$ cat src/rtl/if_inst_queue_pkg.sv
// Shared bus layout for the fetch-to-decode instruction queue.
// Entry = {pc, inst, excep}; fetch bus = {pc, inst_pair, excep}.
package if_inst_queue_pkg;

    localparam int PC_W   = 32;
    localparam int INST_W = 32;
    localparam int PAIR_W = 64;

    function automatic int iq_entry_width(input int exw);
        return PC_W + INST_W + exw;
    endfunction

    function automatic int if_to_iq_bus_width(input int exw);
        return PC_W + PAIR_W + exw;
    endfunction

    function automatic int iq_to_id_bus_width(input int exw);
        return 2 * iq_entry_width(exw);
    endfunction

    // Field offsets within the fetch bus; excep sits at bit 0
    function automatic int ibus_inst_off(input int exw);
        return exw;
    endfunction

    function automatic int ibus_pc_off(input int exw);
        return exw + PAIR_W;
    endfunction

endpackage

$ cat src/rtl/if_inst_queue_regfile.sv
// Entry storage: DEPTH entries, two write ports, two combinational read ports.
// Contents are deliberately not reset; validity is tracked by the queue count.
module iq_regfile
    import if_inst_queue_pkg::*;
#(
    parameter int DEPTH = 8,
    parameter int W     = 72
) (
    input  logic                     clk,
    input  logic                     we0_i,
    input  logic [$clog2(DEPTH)-1:0] waddr0_i,
    input  logic [W-1:0]             wdata0_i,
    input  logic                     we1_i,
    input  logic [$clog2(DEPTH)-1:0] waddr1_i,
    input  logic [W-1:0]             wdata1_i,
    input  logic [$clog2(DEPTH)-1:0] raddr0_i,
    output logic [W-1:0]             rdata0_o,
    input  logic [$clog2(DEPTH)-1:0] raddr1_i,
    output logic [W-1:0]             rdata1_o
);

    logic [W-1:0] mem_q [DEPTH];

    // Write ports; the two addresses of one push are always distinct
    always_ff @(posedge clk) begin
        if (we0_i) begin
            mem_q[waddr0_i] <= wdata0_i;
        end
        if (we1_i) begin
            mem_q[waddr1_i] <= wdata1_i;
        end
    end

    assign rdata0_o = mem_q[raddr0_i];
    assign rdata1_o = mem_q[raddr1_i];

endmodule

$ cat src/rtl/if_inst_queue.sv
// Fetch-to-decode instruction queue: splits 64-bit fetch words into single
// instruction entries and presents the oldest two to decode (FWFT).
module if_inst_queue
    import if_inst_queue_pkg::*;
#(
    parameter int DEPTH = 8,
    parameter int EXW   = 8
) (
    input  logic                                  clk,
    input  logic                                  rst_n,
    input  logic                                  line1_pre_to_now_valid_i,
    input  logic                                  line2_pre_to_now_valid_i,
    input  logic [if_to_iq_bus_width(EXW)-1:0]    pre_to_ibus,
    output logic                                  now_allowin_o,
    input  logic                                  excep_flush_i,
    input  logic                                  branch_flush_i,
    input  logic [1:0]                            next_pop_num_i,
    output logic                                  line1_now_to_next_valid_o,
    output logic                                  line2_now_to_next_valid_o,
    output logic [iq_to_id_bus_width(EXW)-1:0]    to_next_obus,
    output logic                                  error_o
);

    localparam int AW = $clog2(DEPTH);
    localparam int CW = AW + 1;
    localparam int EW = iq_entry_width(EXW);
    localparam logic [CW-1:0] FREE_LIM  = CW'(DEPTH - 2);
    localparam logic [AW-1:0] PTR_ONE   = {{(AW-1){1'b0}}, 1'b1};

    logic [AW-1:0]     wr_ptr_q, wr_ptr_d;
    logic [AW-1:0]     rd_ptr_q, rd_ptr_d;
    logic [CW-1:0]     count_q,  count_d;
    logic              flush_s;
    logic [1:0]        push_num_s;
    logic [1:0]        pop_eff_s;
    logic              over_pop_s;
    logic [PC_W-1:0]   pc_s;
    logic [PAIR_W-1:0] pair_s;
    logic [EXW-1:0]    excep_s;
    logic              we0_s, we1_s;
    logic [EW-1:0]     wdata0_s, wdata1_s;
    logic [EW-1:0]     rdata0_s, rdata1_s;

    assign flush_s = excep_flush_i | branch_flush_i;
    assign pc_s    = pre_to_ibus[ibus_pc_off(EXW) +: PC_W];
    assign pair_s  = pre_to_ibus[ibus_inst_off(EXW) +: PAIR_W];
    assign excep_s = pre_to_ibus[EXW-1:0];

    // Registered count only: keeps next_pop_num_i off the allowin path
    assign now_allowin_o = ~flush_s & (count_q <= FREE_LIM);

    // Split the fetch word into one or two entries
    always_comb begin
        push_num_s = 2'd0;
        we0_s      = 1'b0;
        we1_s      = 1'b0;
        wdata0_s   = {pc_s, pair_s[31:0], excep_s};
        wdata1_s   = {pc_s + 32'd4, pair_s[63:32], excep_s};
        if (line1_pre_to_now_valid_i & now_allowin_o) begin
            if (pc_s[2]) begin
                push_num_s = 2'd1;
                we0_s      = 1'b1;
                wdata0_s   = {pc_s, pair_s[63:32], excep_s};
            end else if (line2_pre_to_now_valid_i) begin
                push_num_s = 2'd2;
                we0_s      = 1'b1;
                we1_s      = 1'b1;
            end else begin
                push_num_s = 2'd1;
                we0_s      = 1'b1;
            end
        end else begin
            push_num_s = 2'd0;
        end
    end

    assign over_pop_s = ({{(CW-2){1'b0}}, next_pop_num_i} > count_q);
    assign error_o    = over_pop_s | (next_pop_num_i == 2'd3);

    // Clamp the pop to occupancy; over-pop only happens with count <= 2
    always_comb begin
        pop_eff_s = next_pop_num_i;
        if (over_pop_s) begin
            pop_eff_s = count_q[1:0];
        end else begin
            pop_eff_s = next_pop_num_i;
        end
    end

    // Pointer and occupancy update; flush empties the queue
    always_comb begin
        wr_ptr_d = wr_ptr_q;
        rd_ptr_d = rd_ptr_q;
        count_d  = count_q;
        if (flush_s) begin
            wr_ptr_d = {AW{1'b0}};
            rd_ptr_d = {AW{1'b0}};
            count_d  = {CW{1'b0}};
        end else begin
            wr_ptr_d = wr_ptr_q + AW'(push_num_s);
            rd_ptr_d = rd_ptr_q + AW'(pop_eff_s);
            count_d  = count_q + CW'(push_num_s) - CW'(pop_eff_s);
        end
    end

    // State registers with synchronous active-low reset
    always_ff @(posedge clk) begin
        if (!rst_n) begin
            wr_ptr_q <= {AW{1'b0}};
            rd_ptr_q <= {AW{1'b0}};
            count_q  <= {CW{1'b0}};
        end else begin
            wr_ptr_q <= wr_ptr_d;
            rd_ptr_q <= rd_ptr_d;
            count_q  <= count_d;
        end
    end

    iq_regfile #(
        .DEPTH (DEPTH),
        .W     (EW)
    ) u_regfile (
        .clk      (clk),
        .we0_i    (we0_s),
        .waddr0_i (wr_ptr_q),
        .wdata0_i (wdata0_s),
        .we1_i    (we1_s),
        .waddr1_i (wr_ptr_q + PTR_ONE),
        .wdata1_i (wdata1_s),
        .raddr0_i (rd_ptr_q),
        .rdata0_o (rdata0_s),
        .raddr1_i (rd_ptr_q + PTR_ONE),
        .rdata1_o (rdata1_s)
    );

    assign line1_now_to_next_valid_o = (count_q >= CW'(1));
    assign line2_now_to_next_valid_o = (count_q >= CW'(2));
    assign to_next_obus              = {rdata1_s, rdata0_s};

endmodule

$ cat config.mk
export PLATFORM = sky130hd
export DESIGN_NAME = if_inst_queue
export DESIGN_NICKNAME = d
export VERILOG_FILES = /design/src/rtl/if_inst_queue_pkg.sv /design/src/rtl/if_inst_queue_regfile.sv /design/src/rtl/if_inst_queue.sv
export SDC_FILE = /design/constraint.sdc
export NUM_CORES = 1
export LEC_CHECK = 0
export CAP_MARGIN = 20
export CORE_AREA = 10 10 341 343
export DETAILED_ROUTE_END_ITERATION = 10
export DIE_AREA = 0 0 351 353
export PLACE_DENSITY = 0.5
export SYNTH_ARGS = -nofsm -noshare
export SYNTH_HDL_FRONTEND = slang
export SYNTH_SLANG_ARGS = --single-unit
$ cat constraint.sdc
create_clock -name clk -period 26.7 [get_ports clk]
set_clock_uncertainty 0.15 [all_clocks]
set_input_delay 5.34 -clock clk [delete_from_list [all_inputs] [get_ports clk]]
set_output_delay 5.34 -clock clk [all_outputs]
set_load 0.005 [all_outputs]
==> impl_summary.txt, run 1 <==
----------------------------------------------------
[Setup path]
  CP Data Required Time ... about 21000 ps
  Crit-path max FO ... 8
  Critical Path, Cell by Cell ... clkdlybuf4s50_1 > nor2_2 > o21ai_4 > inv_2 > clkdlybuf4s50_1
  Count of cell instances traversed by the critical path ... 5
  Type of element launching the critical path ... input port
  Register-to-Register Path Depth ... 8
  Crit-path slowest cell ... clkdlybuf4s50_1
  Crit Path Class ... in -> out
  Number of buffers and inverters on the critical path ... 3
  Family with the most delay on the worst path ... buffers and inverters
  Endpoint type of the worst setup path ... primary output
  Cell repeated most along the worst path ... clkdlybuf4s50_1
  Worst path max stage delay ... 690 ps
  Arrival time at the worst endpoint ... about 7600 ps

[Floorplan]
  Core footprint ... between 100000 and 150000 um^2
  Die outline width ... between 300 and 400 um
  Die Area ... between 100000 and 150000 um^2
  Site Rows ... 122
  Height of the die ... around 350 um
  Top Ports ... 260
  Effective utilization at floorplan ... 29.7%

[Route]
  DRC errors left ... 0
  Length of the first detailed-routing pass in iterations ... 5
  Number of nets still failing antenna checks after routing ... 0
  Routed wire length ... roughly 100 mm
  Violation count after the first detailed-route iteration ... between 1k and 1.5k
  Via density per instance ... 5.32
  Routed via count ... between 15k and 20k
  WL per Instance ... 28.8 um

[Timing]
  Worst Max-Slew Pin Slew ... around 1100 ps
  Number of failing setup endpoints in the final timing report ... 0
  Highest Clock Rate ... about 0.077 GHz
  Portion of the clock cycle consumed by the worst path in the final layout ... between 40% and 50%
  Worst rel slew slack ... ~27%
  Setup repair after global routing missed its margin ... no
  Hold Vio Cnt, Final ... 0
  Setup total negative slack ... 0 ps
  Number of slew-limit violations in the final report ... 0
  Clock period minus worst slack ... roughly 13000 ps

[Placement]
  Final RePlAce weighted congestion ... 0.733
  DPL Wire Length ... about 60 mm
  Number of buffers added on ports ... 259

[Cells and area]
  Final core utilization ... a little over a third
  Growth of design area from synthesis to finish ... 18.4%
  Number of nets in the layout ... about 2.2k
  Proportion of layout cells with a drive suffix above 1 ... between 40% and 50%

[Clock network]
  Clock network latency to the later pin of the worst-skew pair ... ~640 ps
  Post-CTS Setup Repair Bufs ... 0
  Clock slew at reported path FFs ... approximately 60 ps
  Deepest clock path buffer count ... 3
  Master cell of the clock root buffer ... clkbuf_16
  Post-CTS Hold Buffers ... 0
  Sink count of the clock tree ... 586
  CTS tree ... done
  Maximum level of the CTS H-tree ... 3
  CTS Buf Count ... between 70 and 80
  Post-cts sizing count ... 0

[Synthesis]
  Most common cell in the synthesized netlist ... edfxtp_1
  Leading post-synthesis cells by cell area ... edfxtp_1 (53%), mux4_2 (20%), mux2_2 (13%), xor2_1 (2.7%), clkbuf_1 (1.8%)
  Ys Warns ... 0
  Syn Inst Count ... about 1.9k
  Post-synth design cell area ... about 33000 um^2
  Distinct cell type count of the synthesized netlist ... 54
  Sequential-to-total area share from yosys stat ... 53.6%
  Net count after synthesis ... approximately 2.1k
  EDFF count, synth ... roughly 580
  #FFs+latches synth ... ~590
  Synthesized area per cell ... between 15 and 20 um^2
  Ys async rst share ... 0%
  Library cell occupying the most area in the post-synthesis netlist ... edfxtp_1
  Yosys top cell area share ... ~53%
  Top cells by instance count after synthesis ... edfxtp_1 (576), mux2_2 (379), mux4_2 (288)
  Primary FF master, synth ... edfxtp_1

[GRT]
  Via count of the first global-routing pass ... around 20k
  Number of antenna violations at the first check in global routing ... 17
  Met1 Usage GRT ... 19.9%
  Routing usage on met2 ... between 20% and 30%
  Fraction of met3 tracks used by global routing ... approximately 4.8%
  First-pass GRT wire length ... between 100 and 150 mm
  Overall global routing resource usage ... 16.1%
  Grt total ovfl ... 0
  Busiest layer in global routing ... met2
  Pin count of the biggest net entering global routing ... roughly 150

[Power and ir drop]
  Leak ... about 12 nW
  Worst vdd rail ir drop ... 0.0423 mV
  Areal power density over the cells ... about 58 nW/um^2

[Hold path]
  Hold path cells ... 4
  Hold crit path type ... reg -> reg

[Status]
  Result of the run ... finished, final reports clean

[Run]
  Max capacitance violation total ... 0

----------------------------------------------------
[worst paths after layout]
path / start / to / slack [ps]
worst min-delay path: count_q[3] / count_q[3] / 600
worst max register to register: wr_ptr_q[0] / u_regfile.mem_q[2][10] / 22160
worst max-delay path: branch_flush_i / now_allowin_o / 13650
worst min register to register: count_q[3] / count_q[3] / 600
[metal layers]
layer / part of all wire [%] / wire length, um / vias up
met3: 7.2 / 7350 / 167
li1: - / - / 8021
met5: 0.18 / 184 / -
met2: 50 / 50300 / 594
met1: 41 / 41400 / 9932
met4: 2.4 / 2430 / 28
[power by group]
group	total [mW]	internal [mW]	switching [mW]	leakage, nW
sequential	1.02	1.02	0.00423	5.27
combinational	0.237	0.127	0.111	5.34
clock	0.964	0.563	0.401	1.12
[worst min-delay path: cells and delay by family (launching register included)]
family	cells	cell delay, ps
xor+xnor	1	70
fa+ha+maj	1	150
buf+inv	1	100
flops	1	330
simple gates	1	70
[logic make-up after synthesis]
family	Yosys count	synth area share, %
fa+ha+maj	18	0.782
flops	586	53.6
compound gates	58	1.17
simple gates	188	3.55
mux	697	34.0
buf+inv	276	4.00
xor+xnor	105	2.87
[flip-flops by register name, summed over array words and instances, names as in the netlist]
name / count
u_regfile.mem_q: 576
count_q: 4
rd_ptr_q: 3
wr_ptr_q: 3
[metrics by stage]
stage	hold slack, ps	total power, mW	area, um^2	setup slack (ps)	std cells
floorplan	450	1.18	32600	14520	1928
global placement	559	1.28	36300	13670	3390
detailed placement	589	1.28	36300	13640	3390
CTS	597	2.26	38600	13640	3521
global route	629	2.31	38600	13530	3523
finish	597	2.22	38600	13650	3525
[cell type report]
type | count | area [um^2]
Fill cell | 10308 | 71100
Sequential cell | 586 | 17500
Multi-Input combinational cell | 1066 | 14000
Tap cell | 1426 | 1780
Antenna cell | 3 | 7.51
Inverter | 12 | 45.0
Timing Repair Buffer | 301 | 2950
Clock buffer | 88 | 1880
Clock inverter | 43 | 419
[placed cells by master, fill, tap and decap left out, types with 4 or more instances in the layout]
| master | count |
|---|---|
| nand2_1 | 13 |
| xor2_1 | 100 |
| mux2_1 | 30 |
| bufinv_16 | 6 |
| nand3_1 | 8 |
| and4_1 | 6 |
| clkbuf_16 | 73 |
| clkdlybuf4s50_1 | 259 |
| ha_1 | 13 |
| nor3_1 | 53 |
| clkinv_8 | 4 |
| fa_1 | 4 |
| nor4_2 | 7 |
| clkbuf_1 | 15 |
| o31ai_4 | 4 |
| mux4_2 | 288 |
| edfxtp_1 | 576 |
| clkinv_2 | 11 |
| clkinv_1 | 15 |
| and3_1 | 6 |
| dfxtp_1 | 7 |
| or2_2 | 9 |
| nor2_1 | 9 |
| nor4_1 | 41 |
| a21oi_4 | 4 |
| mux2_2 | 379 |
| o21ai_0 | 32 |
| inv_1 | 10 |
| buf_4 | 39 |
| o21ai_4 | 8 |
| nand4_1 | 7 |
| nand2b_1 | 10 |
Power figures use the tool's default switching activity.
==> run 2, diff against run 1 <==
Settings changed: PLACE_DENSITY 0.5 to 0.51.
Clock period 26.7 ns to 10.8 ns, I/O delays scaled along.
==> run 2 against run 1 <==
  * Cell count shrank 0.14%
  * Total power increased by 150%
  * Sequential share of layout area is essentially flat
  * Sequential power grew 150%
  * Utilization about the same
  * Critical endpoint is now to_next_obus[115]
  * Largest cell class unchanged
  * Largest power group unchanged
==> impl_summary.txt, run 2 (same netlist as run 1, synthesis figures left out) <==
----------------------------------------------------
[Timing]
  Number of failing setup endpoints in the final timing report ... 0 (unchanged)
  Worst Max-Slew Pin Slew ... 1120 ps (+32.7 ps)
  Setup ws final ... 4200 ps (-9460 ps)
  Hold Vio Cnt, Final ... 0 (unchanged)
  Worst rel slew slack ... 25.1% (-2.2 points)
  Highest Clock Rate ... around 0.15 GHz
  Setup repair after global routing missed its margin ... no
  Setup total negative slack ... 0 ps (unchanged)
  Number of slew-limit violations in the final report ... 0 (unchanged)
  Clock period minus worst slack ... 6600 ps
  Portion of the clock cycle consumed by the worst path in the final layout ... roughly three fifths

[Setup path]
  Critical Path, Cell by Cell ... ha_4 > buf_12 > mux4_2 > mux2_2 > clkdlybuf4s50_1
  CP Launch Point ... rd_ptr_q[0]
  Arrival time at the worst endpoint ... 4290 ps (-3270 ps)
  Family with the most delay on the worst path ... buffers and inverters
  Crit-path max FO ... 86 (+78)
  Worst path max stage delay ... 980 ps (+290 ps)
  Crit Path Class ... reg -> out
  Worst setup path endpoint ... to_next_obus[115]
  Register-to-Register Path Depth ... 6 (-2)
  Worst reg2reg path endpoint ... u_regfile.mem_q[5][26]
  CP Data Required Time ... 8490 ps (-12720 ps)
  Launching point of the worst reg2reg path ... wr_ptr_q[0]
  Type of element launching the critical path ... flop
  Count of cell instances traversed by the critical path ... 5 (unchanged)
  Crit-path slowest cell ... dfxtp_4
  Endpoint type of the worst setup path ... primary output
  Number of buffers and inverters on the critical path ... 2 (-1)
  Worst R2R Setup Slack ... 6670 ps (-15490 ps)

[Cells and area]
  Most frequent cells in the layout ... edfxtp_1 (576), mux2_2 (379), mux4_2 (288), clkdlybuf4s50_1 (259), xor2_1 (100)
  Growth of design area from synthesis to finish ... 18.3% (about the same)
  Proportion of layout cells with a drive suffix above 1 ... 41.3% (about the same)
  Register with the most flip-flops ... u_regfile.mem_q
  Flip-flop count of the largest register after layout ... 576 (unchanged)
  Leading cell type in the layout, fill and taps excluded ... edfxtp_1
  Registers with the most flip-flops ... u_regfile.mem_q x576, count_q x4
  Number of nets in the layout ... 2170 (+0.046%)
  Area of all placed cells without fillers ... 38600 um^2 (about the same)
  Layout filler cell count ... 10.3k (-0.49%)

[Clock network]
  Maximum level of the CTS H-tree ... 3 (unchanged)
  Post-cts sizing count ... 0 (unchanged)
  CTS Buf Count ... 73 (+1.4%)
  CTS tree ... done
  Deepest clock path buffer count ... 3 (unchanged)
  Post-CTS Hold Buffers ... 0 (unchanged)
  Post-CTS Setup Repair Bufs ... 0 (unchanged)
  Clock network latency to the later pin of the worst-skew pair ... 630 ps (about the same)
  Clock slew at reported path FFs ... 60 ps (about the same)
  Master cell of the clock root buffer ... clkbuf_16
  Sink count of the clock tree ... 586 (unchanged)

[Route]
  Routed wire length ... 101 mm (-0.57%)
  DRC errors left ... 0 (unchanged)
  WL per Instance ... 28.7 um (-0.43%)
  Routed via count ... 18.9k (+0.61%)
  Length of the first detailed-routing pass in iterations ... 7 (+2)
  Violation count after the first detailed-route iteration ... 1430 (-0.63%)
  Via density per instance ... 5.36 (+0.76%)
  Number of nets still failing antenna checks after routing ... 0 (unchanged)

[Hold path]
  Hold crit path type ... reg -> reg

[Floorplan]
  Core footprint ... 110000 um^2 (unchanged)
  Site Rows ... 122 (unchanged)
  Effective utilization at floorplan ... 29.7% (unchanged)
  Die outline width ... 351 um (unchanged)
  Die Area ... 124000 um^2 (unchanged)
  Top Ports ... 260 (unchanged)
  Height of the die ... 353 um (unchanged)

[Placement]
  Number of buffers added on ports ... 259 (unchanged)
  Placed Area ... 36300 um^2 (about the same)
  DPL Wire Length ... 59.1 mm (+0.68%)
  Final RePlAce weighted congestion ... 0.750 (+2.3%)
  Minimum setup slack after placement ... 4220 ps (-9420 ps)

[GRT]
  Via count of the first global-routing pass ... 20.4k (-0.46%)
  Number of antenna violations at the first check in global routing ... 12 (-5)
  First-pass GRT wire length ... 145 mm (-0.86%)
  Pin count of the biggest net entering global routing ... 87 (-40%)
  Grt total ovfl ... 0 (unchanged)
  Overall global routing resource usage ... 16.1% (-0.070 points)

[Power and ir drop]
  Worst vdd rail ir drop ... 0.123 mV (+190%)
  Leak ... 11.7 nW (about the same)
  Areal power density over the cells ... 143 nW/um^2 (+150%)

[Run]
  Max capacitance violation total ... 0 (unchanged)

[Status]
  Result of the run ... finished, final reports clean

----------------------------------------------------
-- run 2: changes by cell type in the layout (fill, tap and decap cells not counted), sizes merged --
cell / before / now
bufinv: 6 / 7
clkinv: 32 / 27
diode: 3 / 2
-- run 2: worst min path at each step --
stage / end / cells past startpoint / startpoint / slack, ps
final: count_q[3] / 4 / count_q[3] / 620
after global routing: count_q[0] / 2 / count_q[0] / 670
after CTS: count_q[0] / 2 / count_q[0] / 620
after detailed placement: count_q[0] / 2 / count_q[0] / 600
after global placement: count_q[3] / 4 / count_q[3] / 560
after floorplan: wr_ptr_q[2] / 3 / wr_ptr_q[2] / 450
-- run 2: power breakdown --
group	switching [mW]	internal, mW	total, mW	leakage (nW)
Combinational	0.271	0.312	0.583	5.33
Sequential	0.0138	2.52	2.53	5.27
Clock	0.964	1.43	2.40	1.12
-- run 2: routing by layer --
layer	track usage (%)	vias to the layer above	wire [um]
met4	4.18	24	2000
met3	4.03	155	7330
li1	-	8005	-
met1	20.8	10094	42500
met2	26.5	579	49100
met5	0	-	161
-- run 2: stage by stage --
step	power, mW	cells	hold slack [ps]	util (%)
3_3_place_gp	3.16	3390	559	33.1
2_1_floorplan	2.92	1928	450	-
3_5_place_dp	3.17	3390	600	33.1
4_1_cts	5.59	3517	616	35.1
5_1_grt	5.72	3518	674	35.2
6_report	5.51	3520	616	35.2
-- run 2: worst reg2reg max path, stage by stage, from the launching register on --
cell and delay [ps]:
dfxtp_1 730, ha_1 380, and4bb_2 370, nand2b_2 540, or2_2 650, o21ai_4 90
buf_4 800
-- run 2: layout make-up --
cell class | count | area [um^2] | area share [%]
flip-flops and latches | 586 | 17500 | 45.3
multi-input cells | 1066 | 14000 | 36.3
repair buffers | 301 | 2940 | 7.62
clock buffers | 88 | 1930 | 4.99
well taps | 1426 | 1780 | 4.62
clock inverters | 39 | 372 | 0.963
inverters | 12 | 45.0 | 0.117
diodes | 2 | 5.00 | 0.0130
==> run 3, diff against run 2 <==
Clock period 10.8 ns to 5.6 ns, I/O delays scaled along.
==> run 3 against run 2 <==
  * Sequential share of layout area shrank 0.42 points
  * Via count up 0.98%
  * Clock-buffer cell count rose by 6
  * First-iteration DRC count decreased by 13%
  * Cell count grew 0.51%
  * Flip-flop and latch count unchanged
  * Combinational power increased by 99%
  * Wire length increased by 1.5%
  * Global-route usage is 0.25 points higher
  * Critical endpoint is now to_next_obus[34]
==> impl_summary.txt, run 3 (same netlist as run 1, synthesis figures left out) <==
----------------------------------------------------
[Power and ir drop]
  Total power after layout ... 10.8 mW (+96%)
  Switching power ... 2.46 mW (+97%)
  Areal power density over the cells ... 278 nW/um^2 (+95%)
  Clock share of power ... 44.3% (+0.8 points)
  Worst vdd rail ir drop ... 0.195 mV (+59%)
  Switching part of the total ... 22.7% (+0.062 points)
  Share of power burned in combinational logic ... 10.7% (about the same)
  Leak ... 11.9 nW (+1.3%)
  Internal Power ... 8.37 mW (+96%)
  Portion of total power attributed to sequential cells ... 45.0% (-1.0 points)

[Floorplan]
  Effective utilization at floorplan ... 29.7% (unchanged)
  Height of the die ... 353 um (unchanged)
  Core footprint ... 110000 um^2 (unchanged)
  Die Area ... 124000 um^2 (unchanged)
  Top Ports ... 260 (unchanged)
  Die outline width ... 351 um (unchanged)
  Site Rows ... 122 (unchanged)

[GRT]
  First-pass GRT wire length ... 149 mm (+2.7%)
  Pin count of the biggest net entering global routing ... 146 (+68%)
  Via count of the first global-routing pass ... 20.6k (+1.1%)
  Number of antenna violations at the first check in global routing ... 14 (+2)
  Grt total ovfl ... 0 (unchanged)
  Overall global routing resource usage ... 16.3% (+0.25 points)

[Clock network]
  CTS Buf Count ... 74 (+1.4%)
  Clock slew at reported path FFs ... 60 ps (about the same)
  Maximum level of the CTS H-tree ... 3 (unchanged)
  Sink count of the clock tree ... 586 (unchanged)
  Deepest clock path buffer count ... 3 (unchanged)
  Clock network latency to the later pin of the worst-skew pair ... 630 ps (about the same)
  Post-CTS Hold Buffers ... 0 (unchanged)
  Post-cts sizing count ... 0 (unchanged)
  CTS tree ... done
  Post-CTS Setup Repair Bufs ... 0 (unchanged)
  Master cell of the clock root buffer ... clkbuf_16

[Timing]
  Number of slew-limit violations in the final report ... 0 (unchanged)
  Worst rel slew slack ... 28.4% (+3.3 points)
  Hold Vio Cnt, Final ... 0 (unchanged)
  Setup repair after global routing missed its margin ... no
  Final hold slack ... 619 ps (+2.89 ps)
  Number of failing setup endpoints in the final timing report ... 0 (unchanged)
  Portion of the clock cycle consumed by the worst path in the final layout ... 90.4%
  Worst Max-Slew Pin Slew ... 1070 ps (-50.2 ps)
  Highest Clock Rate ... roughly 0.20 GHz
  Clock period minus worst slack ... roughly 5100 ps

[Cells and area]
  Layout filler cell count ... 10.2k (-0.56%)
  Most frequent cells in the layout ... edfxtp_1 (576), mux2_2 (379), mux4_2 (288), clkdlybuf4s50_1 (259), xor2_1 (100)
  Registers with the most flip-flops ... u_regfile.mem_q x576, count_q x4
  Area of all placed cells without fillers ... 39000 um^2 (+0.94%)
  Proportion of layout cells with a drive suffix above 1 ... 41.7% (+0.43 points)
  Final core utilization ... 35.5% (+0.33 points)
  Flip-flop count of the largest register after layout ... 576 (unchanged)
  Leading cell type in the layout, fill and taps excluded ... edfxtp_1
  Register with the most flip-flops ... u_regfile.mem_q
  Number of nets in the layout ... 2180 (+0.46%)
  Growth of design area from synthesis to finish ... 19.5%

[Hold path]
  Hold crit path type ... reg -> reg
  Start point of the worst min-delay path ... count_q[3]

[Setup path]
  Launching point of the worst reg2reg path ... count_q[1]
  Endpoint type of the worst setup path ... primary output
  Family with the most delay on the worst path ... buffers and inverters
  Arrival time at the worst endpoint ... 3790 ps (-500 ps)
  Critical Path, Cell by Cell ... buf_4 > buf_4 > mux4_2 > mux2_2 > clkdlybuf4s50_1
  CP Data Required Time ... 4330 ps (-4160 ps)
  CP Launch Point ... rd_ptr_q[0]
  Crit-path slowest cell ... buf_4
  Cell repeated most along the worst path ... buf_4
  Crit-path max FO ... 49 (-43%)
  Crit Path Class ... reg -> out
  Type of element launching the critical path ... flop
  Number of buffers and inverters on the critical path ... 3 (+1)
  Worst path max stage delay ... 700 ps (-280 ps)

[Placement]
  Placed Area ... 36500 um^2 (+0.71%)
  Final RePlAce weighted congestion ... 0.752 (+0.25%)
  Number of buffers added on ports ... 259 (unchanged)
  DPL Wire Length ... 61.7 mm (+4.4%)

[Route]
  Routed via count ... 19.0k (+0.98%)
  Via density per instance ... 5.38 (+0.47%)
  Number of nets still failing antenna checks after routing ... 0 (unchanged)
  WL per Instance ... 29.0 um (+0.99%)
  Routed wire length ... 103 mm (+1.5%)
  Violation count after the first detailed-route iteration ... 1242 (-13%)
  DRC errors left ... 0 (unchanged)
  Length of the first detailed-routing pass in iterations ... 7 (unchanged)

[Status]
  Result of the run ... finished, final reports clean

[Run]
  Max capacitance violation total ... 0 (unchanged)

----------------------------------------------------
-- run 3: cell count changes in the layout (fill, tap and decap cells not counted), moves of 2 or more --
cell       previous run  this run
clkinv_4              0         2
nand2b_1              9        11
nand2b_2              2         0
clkinv_1             15        12
clkinv_2             12        14
buf_4                40        35
clkbuf_16            75        79
clkbuf_1             13        15
buf_12                1        16
-- run 3: layer usage --
metal,global-route usage [%],wire (um),vias up
met5,0,107,-
met4,3.63,1770,20
met3,3.79,6660,134
met2,27.4,50400,607
met1,21.2,43600,10250
li1,-,-,8031
-- run 3: area by class of cell --
cell class,instances,area (um^2),area share (%)
flip-flops and latches,586,17500,44.9
inverters,12,45.0,0.116
well taps,1426,1780,4.58
multi-input cells,1066,14000,36.0
diodes,3,7.51,0.0193
clock inverters,41,395,1.01
clock buffers,94,2030,5.22
repair buffers,310,3180,8.15
-- run 3: worst register-to-register path: stages, from the launching register on --
cell and delay [ps]:
dfxtp_1 450, inv_1 180, ha_1 320, nor2b_1 130, o211ai_1 280, nor2_1 70
a21oi_1 550, fa_1 570, ha_1 300, a21o_1 180, a21oi_1 170, xnor2_1 140
nor2_1 60
-- run 3: power by group through the flow --
| stage | registers, mW | logic, mW | clock network (mW) |
|---|---|---|---|
| after detailed placement | 4.97 | 1.17 | 0 |
| final | 4.87 | 1.16 | 4.79 |
| after CTS | 4.87 | 1.18 | 4.92 |
| after floorplan | 4.96 | 0.670 | 0 |
| after global placement | 4.96 | 1.16 | 0 |
| after global routing | 4.87 | 1.25 | 5.10 |
-- run 3: per-stage QoR --
| step | worst slack (ps) | TNS, ps | instances |
|---|---|---|---|
| 5_1_grt | 293 | 0 | 3536 |
| 4_1_cts | 410 | 0 | 3535 |
| 2_1_floorplan | -186 | -68400 | 1928 |
| 3_3_place_gp | 959 | 0 | 3400 |
| 3_5_place_dp | 977 | 0 | 3400 |
| 6_report | 536 | 0 | 3538 |
-- run 3: path summary, 6_finish.rpt --
check,to,cells past startpoint,slack (ps)
worst max-delay path,to_next_obus[34],5,540
worst min-delay path,count_q[3],4,620
worst max register to register,count_q[3],12,1930
worst min register to register,count_q[3],4,620
